`src/rtl/clk_event_generator.sv`:
```
// Regenerates a clock phase-aligned to recovered rising edges, with edge and preempt events.
// Optional signed phase error reporting is built when CLK_EVENT_GEN_PHASE_ERROR_EN is defined.
package common_p;
  typedef struct packed {
    logic clk;
    logic rst;
  } clk_dom_s;
endpackage

module clk_event_generator #(
  parameter int unsigned RATE_W       = 16,
  parameter int unsigned PREEMPT_LEAD = 2,
  parameter int unsigned ERR_W        = 8
) (
  input  common_p::clk_dom_s sys_dom_i,
  input  logic               gen_en_i,
  input  logic               clear_state_i,
  input  logic               resync_en_i,
  input  logic               high_locked_in_i,
  input  logic               low_locked_in_i,
  input  logic [RATE_W-1:0]  high_rate_i,
  input  logic [RATE_W-1:0]  low_rate_i,
  input  logic               actual_rise_i,
  output logic               gen_active_o,
  output logic               expected_clk_o,
  output logic               expected_rise_o,
  output logic               expected_fall_o,
  output logic               preempt_rise_o,
  output logic               preempt_fall_o,
  output logic [ERR_W-1:0]   phase_error_o,
  output logic               phase_error_valid_o
);

  typedef enum logic [1:0] {ST_IDLE, ST_ARM, ST_HIGH, ST_LOW} state_e;

  localparam logic [RATE_W-1:0] LEAD_M1 = RATE_W'(PREEMPT_LEAD - 1);

  logic clk;
  logic rst;
  assign clk = sys_dom_i.clk;
  assign rst = sys_dom_i.rst;

  state_e            state_q, state_d;
  logic [RATE_W-1:0] cnt_q, cnt_d;
  logic [RATE_W-1:0] high_sh_q, high_sh_d;
  logic [RATE_W-1:0] low_sh_q, low_sh_d;
  logic              active_q, active_d;
  logic              clk_q, clk_d;
  logic              rise_q, rise_d;
  logic              fall_q, fall_d;
  logic              pre_rise_q, pre_rise_d;
  logic              pre_fall_q, pre_fall_d;

  logic locked;
  logic running;
  logic resync;

  assign locked  = gen_en_i && high_locked_in_i && low_locked_in_i;
  assign running = (state_q == ST_HIGH) || (state_q == ST_LOW);
  assign resync  = resync_en_i && actual_rise_i && running;

  function automatic logic [RATE_W-1:0] eff_rate(input logic [RATE_W-1:0] r);
    return (r == '0) ? RATE_W'(1) : r;
  endfunction

  // Preempt position saturates to the first cycle of a phase shorter than the lead.
  function automatic logic [RATE_W-1:0] lead_pos(input logic [RATE_W-1:0] shadow);
    logic [RATE_W-1:0] last;
    last = shadow - RATE_W'(1);
    return (LEAD_M1 < last) ? LEAD_M1 : last;
  endfunction

  always_comb begin
    state_d   = state_q;
    cnt_d     = cnt_q;
    high_sh_d = high_sh_q;
    low_sh_d  = low_sh_q;
    rise_d    = 1'b0;
    fall_d    = 1'b0;
    if (clear_state_i || !locked) begin
      state_d   = ST_IDLE;
      cnt_d     = '0;
      high_sh_d = '0;
      low_sh_d  = '0;
    end else if (resync) begin
      state_d   = ST_HIGH;
      high_sh_d = eff_rate(high_rate_i);
      cnt_d     = high_sh_d - RATE_W'(1);
      rise_d    = (state_q == ST_LOW);
    end else begin
      unique case (state_q)
        ST_IDLE: state_d = ST_ARM;
        ST_ARM: begin
          if (actual_rise_i) begin
            state_d   = ST_HIGH;
            high_sh_d = eff_rate(high_rate_i);
            cnt_d     = high_sh_d - RATE_W'(1);
            rise_d    = 1'b1;
          end
        end
        ST_HIGH: begin
          if (cnt_q == '0) begin
            state_d  = ST_LOW;
            low_sh_d = eff_rate(low_rate_i);
            cnt_d    = low_sh_d - RATE_W'(1);
            fall_d   = 1'b1;
          end else begin
            cnt_d = cnt_q - RATE_W'(1);
          end
        end
        ST_LOW: begin
          if (cnt_q == '0) begin
            state_d   = ST_HIGH;
            high_sh_d = eff_rate(high_rate_i);
            cnt_d     = high_sh_d - RATE_W'(1);
            rise_d    = 1'b1;
          end else begin
            cnt_d = cnt_q - RATE_W'(1);
          end
        end
        default: state_d = ST_IDLE;
      endcase
    end

    active_d   = (state_d == ST_HIGH) || (state_d == ST_LOW);
    clk_d      = (state_d == ST_HIGH);
    pre_fall_d = (state_d == ST_HIGH) && !resync && (cnt_d == lead_pos(high_sh_d));
    pre_rise_d = (state_d == ST_LOW) && !resync && (cnt_d == lead_pos(low_sh_d));
  end

  always_ff @(posedge clk) begin
    if (rst) begin
      state_q    <= ST_IDLE;
      cnt_q      <= '0;
      high_sh_q  <= '0;
      low_sh_q   <= '0;
      active_q   <= 1'b0;
      clk_q      <= 1'b0;
      rise_q     <= 1'b0;
      fall_q     <= 1'b0;
      pre_rise_q <= 1'b0;
      pre_fall_q <= 1'b0;
    end else begin
      state_q    <= state_d;
      cnt_q      <= cnt_d;
      high_sh_q  <= high_sh_d;
      low_sh_q   <= low_sh_d;
      active_q   <= active_d;
      clk_q      <= clk_d;
      rise_q     <= rise_d;
      fall_q     <= fall_d;
      pre_rise_q <= pre_rise_d;
      pre_fall_q <= pre_fall_d;
    end
  end

  assign gen_active_o    = active_q;
  assign expected_clk_o  = clk_q;
  assign expected_rise_o = rise_q;
  assign expected_fall_o = fall_q;
  assign preempt_rise_o  = pre_rise_q;
  assign preempt_fall_o  = pre_fall_q;

`ifdef CLK_EVENT_GEN_PHASE_ERROR_EN
  localparam int unsigned EW = ((RATE_W > ERR_W) ? RATE_W : ERR_W) + 2;
  localparam logic signed [EW-1:0] ERR_MAX = EW'((64'd1 << (ERR_W - 1)) - 64'd1);

  logic signed [EW-1:0] err_raw;
  logic signed [EW-1:0] err_sat;
  logic [ERR_W-1:0]     perr_q, perr_d;
  logic                 perr_v_q, perr_v_d;

  // Early rises (in LOW) come out negative, late rises (in HIGH) positive.
  always_comb begin
    if (state_q == ST_HIGH) begin
      err_raw = $signed(EW'(high_sh_q)) - $signed(EW'(cnt_q));
    end else begin
      err_raw = -$signed(EW'(cnt_q));
    end
    if (err_raw > ERR_MAX) begin
      err_sat = ERR_MAX;
    end else if (err_raw < ~ERR_MAX) begin
      err_sat = ~ERR_MAX;
    end else begin
      err_sat = err_raw;
    end
    perr_d   = perr_q;
    perr_v_d = 1'b0;
    if (clear_state_i || !locked) begin
      perr_d = '0;
    end else if (actual_rise_i && running) begin
      perr_d   = err_sat[ERR_W-1:0];
      perr_v_d = 1'b1;
    end
  end

  always_ff @(posedge clk) begin
    if (rst) begin
      perr_q   <= '0;
      perr_v_q <= 1'b0;
    end else begin
      perr_q   <= perr_d;
      perr_v_q <= perr_v_d;
    end
  end

  assign phase_error_o       = perr_q;
  assign phase_error_valid_o = perr_v_q;
`else
  assign phase_error_o       = '0;
  assign phase_error_valid_o = 1'b0;
`endif

endmodule

```
`config.mk`:
```
export PLATFORM = sky130hd
export DESIGN_NAME = clk_event_generator
export DESIGN_NICKNAME = d
export VERILOG_FILES = /design/src/rtl/clk_event_generator.sv
export SDC_FILE = /design/constraint.sdc
export NUM_CORES = 1
export LEC_CHECK = 0
export CORE_UTILIZATION = 57
export CTS_CLUSTER_DIAMETER = 120
export DETAILED_ROUTE_END_ITERATION = 8
export PLACE_DENSITY_LB_ADDON = 0.05
export SLEW_MARGIN = 30
export SYNTH_ARGS = -nofsm -noshare
export SYNTH_HDL_FRONTEND = slang
export SYNTH_SLANG_ARGS = --single-unit
```
`constraint.sdc`:
```
create_clock -name sys_dom_i -period 5 [get_ports sys_dom_i]
set_input_delay 0.75 -clock sys_dom_i [delete_from_list [all_inputs] [get_ports sys_dom_i]]
set_output_delay 0.75 -clock sys_dom_i [all_outputs]
set_load 0.01 [all_outputs]
```
# Yosys cells after proc, flatten, opt, wreduce, memory -nomap -nowiden

Index checks and enable logic that the tools add are counted.

Eq/ne operators: 7
Multiplexer cells: 29
Add/sub/neg operators: 5
Bitwise gates (word level): 1
Reductions and logical operators: 19
Order comparisons: 2

Operators with widths:

| kind                                                       | count |
|---|---|
| two-way mux 16 bit                                         | 17 |
| subtractor 16 x 1 -> 16 bit, second input constant         | 5 |
| logical NOT 16 bit                                         | 3 |
| one-hot mux 16 bit (3 select lines)                        | 1 |
| equality test 16 bit                                       | 2 |
| less-than comparator 1 x 16 -> 1 bit, first input constant | 2 |
| one-hot mux 16 bit (2 select lines)                        | 1 |
| two-way mux 2 bit                                          | 5 |
| equality test 2 bit, second input constant                 | 4 |
| logical AND 1 bit                                          | 8 |
| one-hot mux 2 bit (4 select lines)                         | 1 |
| OR reduction 4 bit                                         | 1 |
| logical OR 1 bit                                           | 3 |
| two-way mux 1 bit                                          | 3 |
| equality test 2 x 1 -> 1 bit, second input constant        | 1 |
| logical NOT 1 bit                                          | 2 |
| logical NOT 2 bit                                          | 1 |
| one-hot mux 1 bit (2 select lines)                         | 1 |
| OR reduction 2 bit                                         | 1 |
| NOT 1 bit                                                  | 1 |

Input port bits: 40
Logic and storage cells: 73
Output and inout bits: 15
Register bits: 56

# Depth between registers and ports, before layout

Word-level depth: 11
Depth in mapped cells: 17
Depth with buffers taken out: 14

# Worst setup path before layout

Ideal clock, no wire load.

Path type: input-to-reg
Start point: input low_rate_i[9]
End point: register pre_fall_q, in the netlist preempt_fall_o
Setup time: 88 ps
Arrival: 3824 ps
Stages: 14
Slack: 1088 ps
Buffers on the path: 2
Data required time: 4912 ps
Path through: clkbuf_1 nor4_1 and4b_1 a21oi_1 ha_1 or4b_2 clkbuf_1 nand2b_1 xnor2_1 a211oi_1 o22ai_1 a2111oi_0 nand4_1 nor4_2

Word-level cells in the longest chain between the ends: 9

RTL lines:

| element                               | RTL line | source |
|---|---|---|
| start: declaration                    | 22       | `input logic [RATE_W-1:0] low_rate_i,` |
| logical NOT 16 bit                    | 63       | `return (r == '0) ? RATE_W'(1) : r;` |
| two-way mux 16 bit *                  | 63       |  |
| subtractor 16 x 1 -> 16 bit *         | 105      | `cnt_d = low_sh_d - RATE_W'(1);` |
| two-way mux 16 bit *                  | 102      | `if (cnt_q == '0) begin` |
| one-hot mux 16 bit (3 select lines) * | 91       | `unique case (state_q)` |
| two-way mux 16 bit *                  | 85       | `end else if (resync) begin` |
| two-way mux 16 bit *                  | 80       | `if (clear_state_i \|\| !locked) begin` |
| equality test 16 bit *                | 127      | `pre_fall_d = (state_d == ST_HIGH) && !resync && (cnt_d == lead_pos(high_sh_d));` |
| logical AND 1 bit *                   | 127      |  |
| end signal: assignment                | 153      | `pre_fall_q <= pre_fall_d;` |
| end: declaration                      | 52       | `logic pre_fall_q, pre_fall_d;` |

Mark *: on every way between the ends. The rest lies on a longest branch, timed or not.
A chain may end at the register's enable or synchronous reset.

# Worst setup path after layout

Start point: input low_rate_i[8]
End point: register pre_fall_q, in the netlist preempt_fall_o

The elaborated chain is that of the path after synthesis.

==> qor.csv <==
metric,value,unit
post-place-cells,728,
p_sw_share,32.2,%
finalCritPeriodShare,97.2,%
max_slew.worst_pin.slew,831,ps
ant_nets,0,
p_switching,0.332,mW
cp-start-kind,input pin,
synth-edff-count,0,
grt_setup_unrepaired,no,
drc,16,
n_antenna_cell,0,
ys_seq_area_share,25.3,%
start_util,59.9,%
skew,16.1,ps
fmax,206,MHz
setup_viol,0,
r2r-start,cnt_q[7]$_SDFF_PP0_,
die_area,8140,µm²
grt_use_total,39.5,%
critical-path-slowest-cell,or4b_2,
leakage,1.89,nW
synth_cell_types,80,
postCtsHoldBufs,0,
r2r_slack,1000,ps
hold_depth,3,
drt_iter0_drc,959,
synth_area,4440,µm²
antenna_found_initial,0,
synth_top_family_by_area,simple AND/OR/NAND/NOR gates,
slew_viol_final,0,
die_w,90.2,µm
finalSetupTns,0,ps
tritoncts,built,
area_delta_synth_final,18.4,%
holdCritStartpoint,sys_dom_i[0],
powerDensity,196,nW/µm²
cp.required,5210,ps
combPwrFrac,13.6,%
cap_violations,0,
dieHeight,90.2,µm
synth_xor_area_share,5.92,%
grt_pass1_vias,5230,
fin_ws,139,ps
synth_mux_area_share,3.41,%
synth-async-reset-ratio,0,%
drt-wirelength-per-cell,20.5,µm
power.share.sequential,43.7,%
cp-end-kind,flip-flop,
firstDrtPassIters,9,
hold_path_class,clock port to flip-flop,
grt_start_max_net_pins,25,
final_cell_mix,"75 x nand2_1, 72 x nor2_1, 56 x dfxtp_1",
p_clk_share,42.7,%
io_pins,55,
worstRegToRegCells,14,
r2r-end,preempt_fall_o$_SDFF_PP0_,
path_clk_slew,100,ps
syn_avg_cell_area,7.38,µm²
synth_cells,601,
port_buffers,44,
dp_hpwl,11100,µm
wirelength,15400,µm
crit_fanout,6,
gp_congestion,1.08,
ctsResizeCount,0,
violations,design-rule violations,
period_minus_slack,4860,ps
synth-seq-cells,56,
nets,693,
layout_commonest_cell,nand2_1,
drive_above_1_share,9.51,%
cts_setup_buffers,0,
final_cells,751,
synth_compound_area_share,22.7,%
yosys_warnings,0,
fp-row-count,31,
yosys.area_share.simple,35.7,%
n_fill_cell,621,
max_stage_delay,700,ps
post-place-ws,367,ps
grt_pass1_wl,24900,µm
crit_type,input pin to flip-flop,
internal-power,0.699,mW
ir_drop,0.000124,V
status,"complete, but fails checks",
maxSlewHeadroom,44.6,%
power,1.03,mW
clock_latency,320,ps
worstHoldEndpoint,cnt_q[0]$_SDFF_PP0_,
core,7410,µm²
vias,5203,
worstPathArrival,5070,ps
viasPerCell,6.93,
synth_fa_ha_area_share,1.69,%
overflow,0,
timing_hold_violations_final,0,
worstPathCellList,clkdlybuf4s50_1 > or4_1 > and4b_1 > a21oi_1 > ha_1 > or4b_2 > nor4_1 > xor2_1 > nand3_1 > a31oi_1 > nand2_1 > nand2_1 > nor3_1 > nand4_1 > clkbuf_8 > clkbuf_8 > nor4_2,
synth_ff_type,dfxtp_1,
-- power by group through the flow --
stage	clock, mW	sequential (mW)	combinational, mW
floorplan	0.0508	0.458	0.0718
global placement	0.0105	0.460	0.133
detailed placement	0.0105	0.460	0.134
CTS	0.452	0.450	0.135
global route	0.471	0.450	0.148
finish	0.440	0.450	0.140
-- layout make-up --
class	instances	area, µm²	area share (%)
tap	99	124	2.36
multi-input combinational	504	3120	59.4
inverter	6	22.5	0.429
timing repair buffer	63	583	11.1
clock buffer	19	251	4.79
clock inverter	4	32.5	0.619
sequential	56	1120	21.3
-- critical path, delay by kind of cell --
kind	cells	cell delay [ps]
AND/OR/NAND/NOR	10	2570
adder cells (fa/ha/maj)	1	270
buffers and inverters	3	950
AO/OA/AOI/OAI	2	400
XOR/XNOR	1	130
-- how the worst max path moves through the flow --
stage	from	endpoint	slack, ps	cells after the start
2_1_floorplan	low_rate_i[9]	preempt_fall_o$_SDFF_PP0_	1090	14
3_3_place_gp	low_rate_i[8]	preempt_fall_o$_SDFF_PP0_	500	13
3_5_place_dp	low_rate_i[8]	preempt_fall_o$_SDFF_PP0_	370	13
4_1_cts	sys_dom_i[0]	preempt_fall_o$_SDFF_PP0_	130	11
5_1_grt	low_rate_i[8]	preempt_fall_o$_SDFF_PP0_	20	17
6_report	low_rate_i[8]	preempt_fall_o$_SDFF_PP0_	140	17
-- flip-flops by register name, summed over array words and instances, names as in the netlist --
signal           flops
state_q              2
cnt_q               16
gen_active_o         1
low_sh_q            16
preempt_fall_o       1
expected_fall_o      1
high_sh_q           16
expected_clk_o       1
preempt_rise_o       1
expected_rise_o      1
-- cell families (layout without fill, tap and decap cells) --
family,after synthesis,count (layout)
and+or+nand+nor,298,298
other,1,9
adders and majority gates,6,6
DFF,56,56
buffers and inverters,49,92
muxes,15,15
xor gates and xnor gates,30,30
AOI/OAI and AO/OA,146,146
-- layer usage --
metal	global-route usage, %	vias to the layer above	routed length [µm]
met5	0	-	0
met4	31.0	0	821
met3	16.8	88	2010
met2	57.3	421	6860
met1	45.5	2364	5720
li1	-	2330	-
-- per-stage QoR --
stage | area (µm²) | utilization (%) | hold WS [ps]
2_1_floorplan | 4470 | - | 199
3_3_place_gp | 4960 | 67.0 | 71.6
3_5_place_dp | 4960 | 67.0 | 71.6
4_1_cts | 5250 | 70.8 | 59.5
5_1_grt | 5260 | 70.9 | 72.0
6_report | 5260 | 70.9 | 57.6
-- cells in the mapped netlist, drive strengths merged, types with 3 or more instances --
cell | count | area [µm²]
a211oi | 6 | 45.0
a21boi | 3 | 22.5
a21o | 5 | 37.5
a21oi | 36 | 180
a221o | 5 | 50.1
a221oi | 6 | 52.6
a311oi | 3 | 43.8
a31oi | 10 | 62.6
and2 | 3 | 18.8
and3 | 6 | 37.5
buf | 20 | 124
clkbuf | 23 | 86.3
dfxtp | 56 | 1120
ha | 6 | 75.1
inv | 6 | 22.5
mux2i | 14 | 140
nand2 | 75 | 282
nand2b | 5 | 31.3
nand3 | 19 | 100
nand3b | 3 | 22.5
nand4 | 11 | 68.8
nand4b | 7 | 61.3
nor2 | 72 | 270
nor2b | 13 | 81.3
nor3 | 34 | 196
nor3b | 5 | 37.5
nor4 | 15 | 136
o2111ai | 3 | 26.3
o211ai | 6 | 45.0
o21ai | 29 | 153
o22ai | 3 | 18.8
o311ai | 4 | 35.0
o31ai | 5 | 37.5
or3 | 9 | 61.3
or4 | 11 | 86.3
xnor2 | 12 | 105
xor2 | 18 | 158
Note: power is estimated with default switching activity, not from simulation.
